===== src/rtl/pc_gen_btb.sv =====
// Fetch PC generator with a direct-mapped BTB and 2-bit direction counters.
// Redirects on EX mispredicts; a trap redirect takes priority over everything.
module pc_gen_btb #(
    parameter int              XLEN         = 32,
    parameter logic [XLEN-1:0] RESET_VECTOR = '0,
    parameter int              BTB_ENTRIES  = 16
) (
    input  logic            clk,
    input  logic            rst_n,
    input  logic            fetch_en,
    input  logic            trap_i,
    input  logic [XLEN-1:0] trap_vec_i,
    input  logic            ex_valid,
    input  logic            ex_is_jump,
    input  logic            ex_taken,
    input  logic [XLEN-1:0] ex_pc,
    input  logic [XLEN-1:0] ex_target,
    input  logic            ex_pred_taken,
    input  logic [XLEN-1:0] ex_pred_target,
    output logic [XLEN-1:0] pc_o,
    output logic            pred_taken_o,
    output logic [XLEN-1:0] pred_target_o,
    output logic            flush_o
);
    localparam int IDX_W = $clog2(BTB_ENTRIES);
    localparam int TAG_W = XLEN - 2 - IDX_W;

    logic [XLEN-1:0]  pc_q, pc_d;
    logic             valid_q  [BTB_ENTRIES];
    logic [TAG_W-1:0] tag_q    [BTB_ENTRIES];
    logic [XLEN-1:0]  target_q [BTB_ENTRIES];
    logic [1:0]       ctr_q    [BTB_ENTRIES];

    logic [IDX_W-1:0] f_idx, e_idx;
    logic [TAG_W-1:0] f_tag, e_tag;
    logic             f_hit, e_hit;
    logic             taken_eff, mispredict;
    logic             wr_en;
    logic [XLEN-1:0]  wr_target;
    logic [1:0]       wr_ctr;

    // Fetch-side lookup reads registered contents, so a same-cycle write is not visible.
    assign f_idx         = pc_q[IDX_W+1:2];
    assign f_tag         = pc_q[XLEN-1:IDX_W+2];
    assign f_hit         = valid_q[f_idx] && (tag_q[f_idx] == f_tag);
    assign pred_taken_o  = f_hit && ctr_q[f_idx][1];
    assign pred_target_o = pred_taken_o ? target_q[f_idx] : pc_q + XLEN'(4);
    assign pc_o          = pc_q;

    assign taken_eff  = ex_is_jump | ex_taken;
    assign mispredict = ex_valid && ((taken_eff != ex_pred_taken) ||
                                     (taken_eff && (ex_target != ex_pred_target)));
    assign flush_o    = mispredict;

    assign e_idx = ex_pc[IDX_W+1:2];
    assign e_tag = ex_pc[XLEN-1:IDX_W+2];
    assign e_hit = valid_q[e_idx] && (tag_q[e_idx] == e_tag);

    always_comb begin
        pc_d = pc_q;
        if (trap_i) begin
            pc_d = trap_vec_i;
        end else if (mispredict) begin
            pc_d = taken_eff ? ex_target : ex_pc + XLEN'(4);
        end else if (fetch_en) begin
            pc_d = pred_target_o;
        end
    end

    always_comb begin
        wr_en     = 1'b0;
        wr_target = target_q[e_idx];
        wr_ctr    = ctr_q[e_idx];
        if (ex_valid) begin
            if (e_hit) begin
                wr_en = 1'b1;
                if (ex_is_jump) begin
                    wr_ctr    = 2'b11;
                    wr_target = ex_target;
                end else if (ex_taken) begin
                    wr_ctr    = (ctr_q[e_idx] == 2'b11) ? 2'b11 : ctr_q[e_idx] + 2'd1;
                    wr_target = ex_target;
                end else begin
                    wr_ctr    = (ctr_q[e_idx] == 2'b00) ? 2'b00 : ctr_q[e_idx] - 2'd1;
                end
            end else if (taken_eff) begin
                // Miss on a taken transfer replaces whatever occupies the slot.
                wr_en     = 1'b1;
                wr_target = ex_target;
                wr_ctr    = ex_is_jump ? 2'b11 : 2'b10;
            end
        end
    end

    always_ff @(posedge clk or negedge rst_n) begin
        if (!rst_n) begin
            pc_q <= RESET_VECTOR;
        end else begin
            pc_q <= pc_d;
        end
    end

    always_ff @(posedge clk or negedge rst_n) begin
        if (!rst_n) begin
            for (int i = 0; i < BTB_ENTRIES; i++) begin
                valid_q[i]  <= 1'b0;
                tag_q[i]    <= '0;
                target_q[i] <= '0;
                ctr_q[i]    <= 2'b01;
            end
        end else if (wr_en) begin
            valid_q[e_idx]  <= 1'b1;
            tag_q[e_idx]    <= e_tag;
            target_q[e_idx] <= wr_target;
            ctr_q[e_idx]    <= wr_ctr;
        end
    end

endmodule


===== config.mk =====
export PLATFORM = sky130hd
export DESIGN_NAME = pc_gen_btb
export DESIGN_NICKNAME = d
export VERILOG_FILES = /design/src/rtl/pc_gen_btb.sv
export SDC_FILE = /design/constraint.sdc
export NUM_CORES = 2
export LEC_CHECK = 0
export CAP_MARGIN = 0
export CORE_ASPECT_RATIO = 0.6
export CORE_MARGIN = 2
export CORE_UTILIZATION = 56
export DETAILED_ROUTE_END_ITERATION = 7
export GPL_ROUTABILITY_DRIVEN = 1
export HOLD_SLACK_MARGIN = 0.08
export PLACE_DENSITY = 0.77
export SLEW_MARGIN = 20
export SYNTH_ARGS = -nofsm -noshare
export SYNTH_HDL_FRONTEND = slang
export SYNTH_SLANG_ARGS = --single-unit

===== constraint.sdc =====
create_clock -name clk -period 4.55 [get_ports clk]
set_clock_uncertainty 0.1 [all_clocks]
set_input_delay 0.91 -clock clk [delete_from_list [all_inputs] [get_ports clk]]
set_output_delay 0.91 -clock clk [all_outputs]
set_load 0.005 [all_outputs]

==> impl_results.md <==
* Initial core utilization at 56.8%
* Via density at 7.07
* Num CTS Buffers at 93
* Die Width at 418 um
* F_max at 177 MHz
* Top Ports at 202
* Async SR Flop Fraction at 100%
* CTS Root Cell: clkbuf_16
* Final HPWL DP at 138,000 um
* Post-route DRC at 0
* Layout Cells excl Fill at 5,806
* CP Class: reg2out
* Post-Syn Area per Cell at 14.7 um^2
* Final period utilization at 124%
* WL/cell at 34.1 um
* Routed WL at 198,000 um
* Min Hold Slack at 106 ps
* CTS Sinks at 1,008
* Overflow after GRT at 0
* Area after DPL at 0.0646 mm^2
* Number of I/O port buffers at 201
* Slew @ Worst Pin at 946 ps
* Clk_lat worst skew at 720 ps
* Rows at 90
* Post-Synthesis Cells at 3,913
* CTS Buffer Depth at 3
* Mapped Nets at 4,054
* Worst EP required at 3540 ps
* Slew Limit Headroom at 37.0%
* Distinct cells, synth at 78
* WP data arrival at 4640 ps
* Switching power share of the total at 31.2%
* First-pass GRT wire length at 291,000 um
* Routed via count at 41,071
* Worst path most repeated cell: buf_12
* Post-route core utilization at 68.2%
* Slew Viols, Final at 0
* Finished layout cell area at 0.0690 mm^2
* Die ar. at 0.105 mm^2
* Mapped Area at 0.0575 mm^2
* Core footprint at 0.101 mm^2
* Clock share of power at 27.8%
* Worst path cell trace: buf_12, buf_8, mux4_2, mux4_2, xor2_1, nor3_2, nand4b_1, nor3_4, buf_12, buf_12, buf_16, buf_6, mux2_4, buf_6
* Synth Flop Type: dfrtp_1
* Leak Pwr at 29.7 nW
* Int Pwr at 21.5 mW
* CTS tree: yes
* Power Dens Cells at 454 mW/mm^2
* CP endpoint kind: output port
* Total Routing Usage GR at 38.1%
* Synthesis-to-layout area growth at 20.0%
* Final WS setup at -1100 ps
* Chip height at 252 um
* #FFs+latches synth at 1,008
* Ys Warns at 0
* Sequential Power Share at 41.2%
* Final TNS setup at -32,320 ps
* Crit-path max FO at 8
* # nets final at 4,534
* P_sw at 9.76 mW
* Period minus WS final at 5650 ps
* RSZ-0062 raised after global routing: yes
* VDD IR max at 0.000380 V
* Hold/Removal Path Class: in2async
* Failing checks: setup timing
* Crit-path slowest cell: mux4_2
* Vias in the first global route at 41,074
* Logic pwr share at 31.1%
* Worst slack, placed at -702 ps
* Max-cap violations at 0
* Clk slew on worst S/H paths at 70 ps
* H-tree levels at 3
* Tot Pwr at 31.3 mW
* Pre-antenna DRT Iters at 5
* Antenna viol nets, final at 0
* Routability cong. at 0.984
* CP Launch Type: flop
* Endpoints failing hold at 0
* Largest net degree at the start of global routing at 86
* Dpl cells at 5,591
* Layout cell share with drive strength beyond 1 at 52.5%
* Slowest Stage Delay on Critical Path at 600 ps
* Initial antenna violation count at 10
* Hold buffers post-CTS at 0
* EDFF count, synth at 0
* Status: complete, but fails checks
* Final setup fails at 33
* Sequential fraction of the synthesis area at 43.9%
* Initial DRC Count at 5,764
[power groups by stage]
stage          combinational, mW  sequential [mW]  clock (mW)
4_1_cts                     9.41             12.7        8.76
3_5_place_dp                9.16             12.9           0
5_1_grt                     10.2             13.1        9.12
6_report                    9.72             12.9        8.69
2_1_floorplan               6.16             12.2           0
3_3_place_gp                8.94             12.7           0
[sequential cells by signal (all words and copies together), names as in the netlist]
register and cells:
pc_o 32, tag_q 416, ctr_q 32, valid_q 16, target_q 512
[routing by layer]
| layer | up-vias | GRT usage, % | part of all wire (%) |
|---|---|---|---|
| met3 | 506 | 14.7 | 14 |
| met2 | 2868 | 51.9 | 42 |
| li1 | 16054 | - | - |
| met5 | - | 0 | 0 |
| met4 | 0 | 15.9 | 4.9 |
| met1 | 21643 | 54.5 | 39 |
[cell usage in the layout, fill, tap and decap left out, types with 12 or more instances in the layout]
master,count
a31oi_1,12
nand4_1,30
bufinv_16,14
o22ai_1,18
clkdlybuf4s50_1,161
a22o_1,12
nor3_1,27
a21oi_1,29
o211ai_1,13
clkbuf_1,17
mux2i_1,98
buf_12,138
nand3_1,33
a2bb2oi_1,12
inv_1,27
clkinv_2,12
nor4_1,14
or2_2,14
dfrtp_1,988
mux2_1,63
mux4_2,522
nor2_1,68
buf_4,416
mux2_4,30
buf_6,36
o21ai_0,23
dfstp_2,16
xnor2_1,93
nor2b_1,15
clkbuf_16,97
and3_1,18
nand2_1,120
mux2_2,937
clkbuf_8,21
xor2_1,55
nor3_4,13
nand2b_1,21
o22a_1,12
[worst paths after layout]
kind / start / endpoint / slack [ps] / cells past startpoint
max: pc_o[2] / pred_target_o[24] / -1100 / 14
min: rst_n / target_q[359] / 110 / 1
max reg2reg: pc_o[2] / pc_o[6] / 60 / 15
min reg2reg: ctr_q[30] / ctr_q[30] / 360 / 2
max in group asynchronous: rst_n / pc_o[3] / 3030 / 2
min in group clk: ctr_q[30] / ctr_q[30] / 360 / 2
[cells by family (layout without fill, tap and decap cells)]
| group | count (synthesis) | after routing | synth area share [%] |
|---|---|---|---|
| compound gates | 234 | 234 | 3.06 |
| xor+xnor | 152 | 152 | 2.32 |
| fa+ha+maj | 6 | 6 | 0.126 |
| buf+inv | 416 | 970 | 3.96 |
| flops | 1008 | 1008 | 43.9 |
| mux | 1662 | 1662 | 42.5 |
| other cells | 0 | 5 | 0 |
| simple gates | 435 | 435 | 4.06 |
[Yosys cell counts (18+ instances only)]
library cell	n	share of area, %
dfrtp_1	992	43
mux2_2	967	19
mux4_2	522	20
clkbuf_1	180	1.2
nand2_1	124	0.81
mux2i_1	110	1.9
xnor2_1	97	1.5
buf_6	74	1.4
nor2_1	69	0.45
mux2_1	63	1.2
buf_1	57	0.37
xor2_1	55	0.84
buf_2	50	0.44
nand3_1	33	0.29
a21oi_1	31	0.27
nand4_1	30	0.33
inv_1	28	0.18
nor3_1	28	0.24
buf_4	26	0.34
o21ai_0	23	0.20
nand2b_1	21	0.23
and3_1	18	0.20
o22ai_1	18	0.20
[critical path, delay by kind of cell, from the launching register on]
kind / cells / cell delay (ps)
buffers and inverters: 7 / 1030
xor gates and xnor gates: 1 / 210
muxes: 3 / 1440
and+or+nand+nor: 3 / 710
DFF: 1 / 520
[repair_timing]
item | in CTS | in global routing
endpoints found under the hold margin | 0 | 0
pin swaps | 13 | 14
gates resized for setup | 220 | 44
cloned | 4 | 1
endpoints found under the setup margin | 33 | 823
setup buffers | 30 | 13
[final cells by class]
cell class,count,area [um^2]
multi-input cells,2489,30400
diodes,5,12.5
inverters,29,111
flip-flops and latches,1008,25300
clock buffers,134,2760
repair buffers,772,8220
clock inverters,35,572
fillers,6714,32100
well taps,1334,1670
No activity file was read; power rests on OpenSTA's default activity.
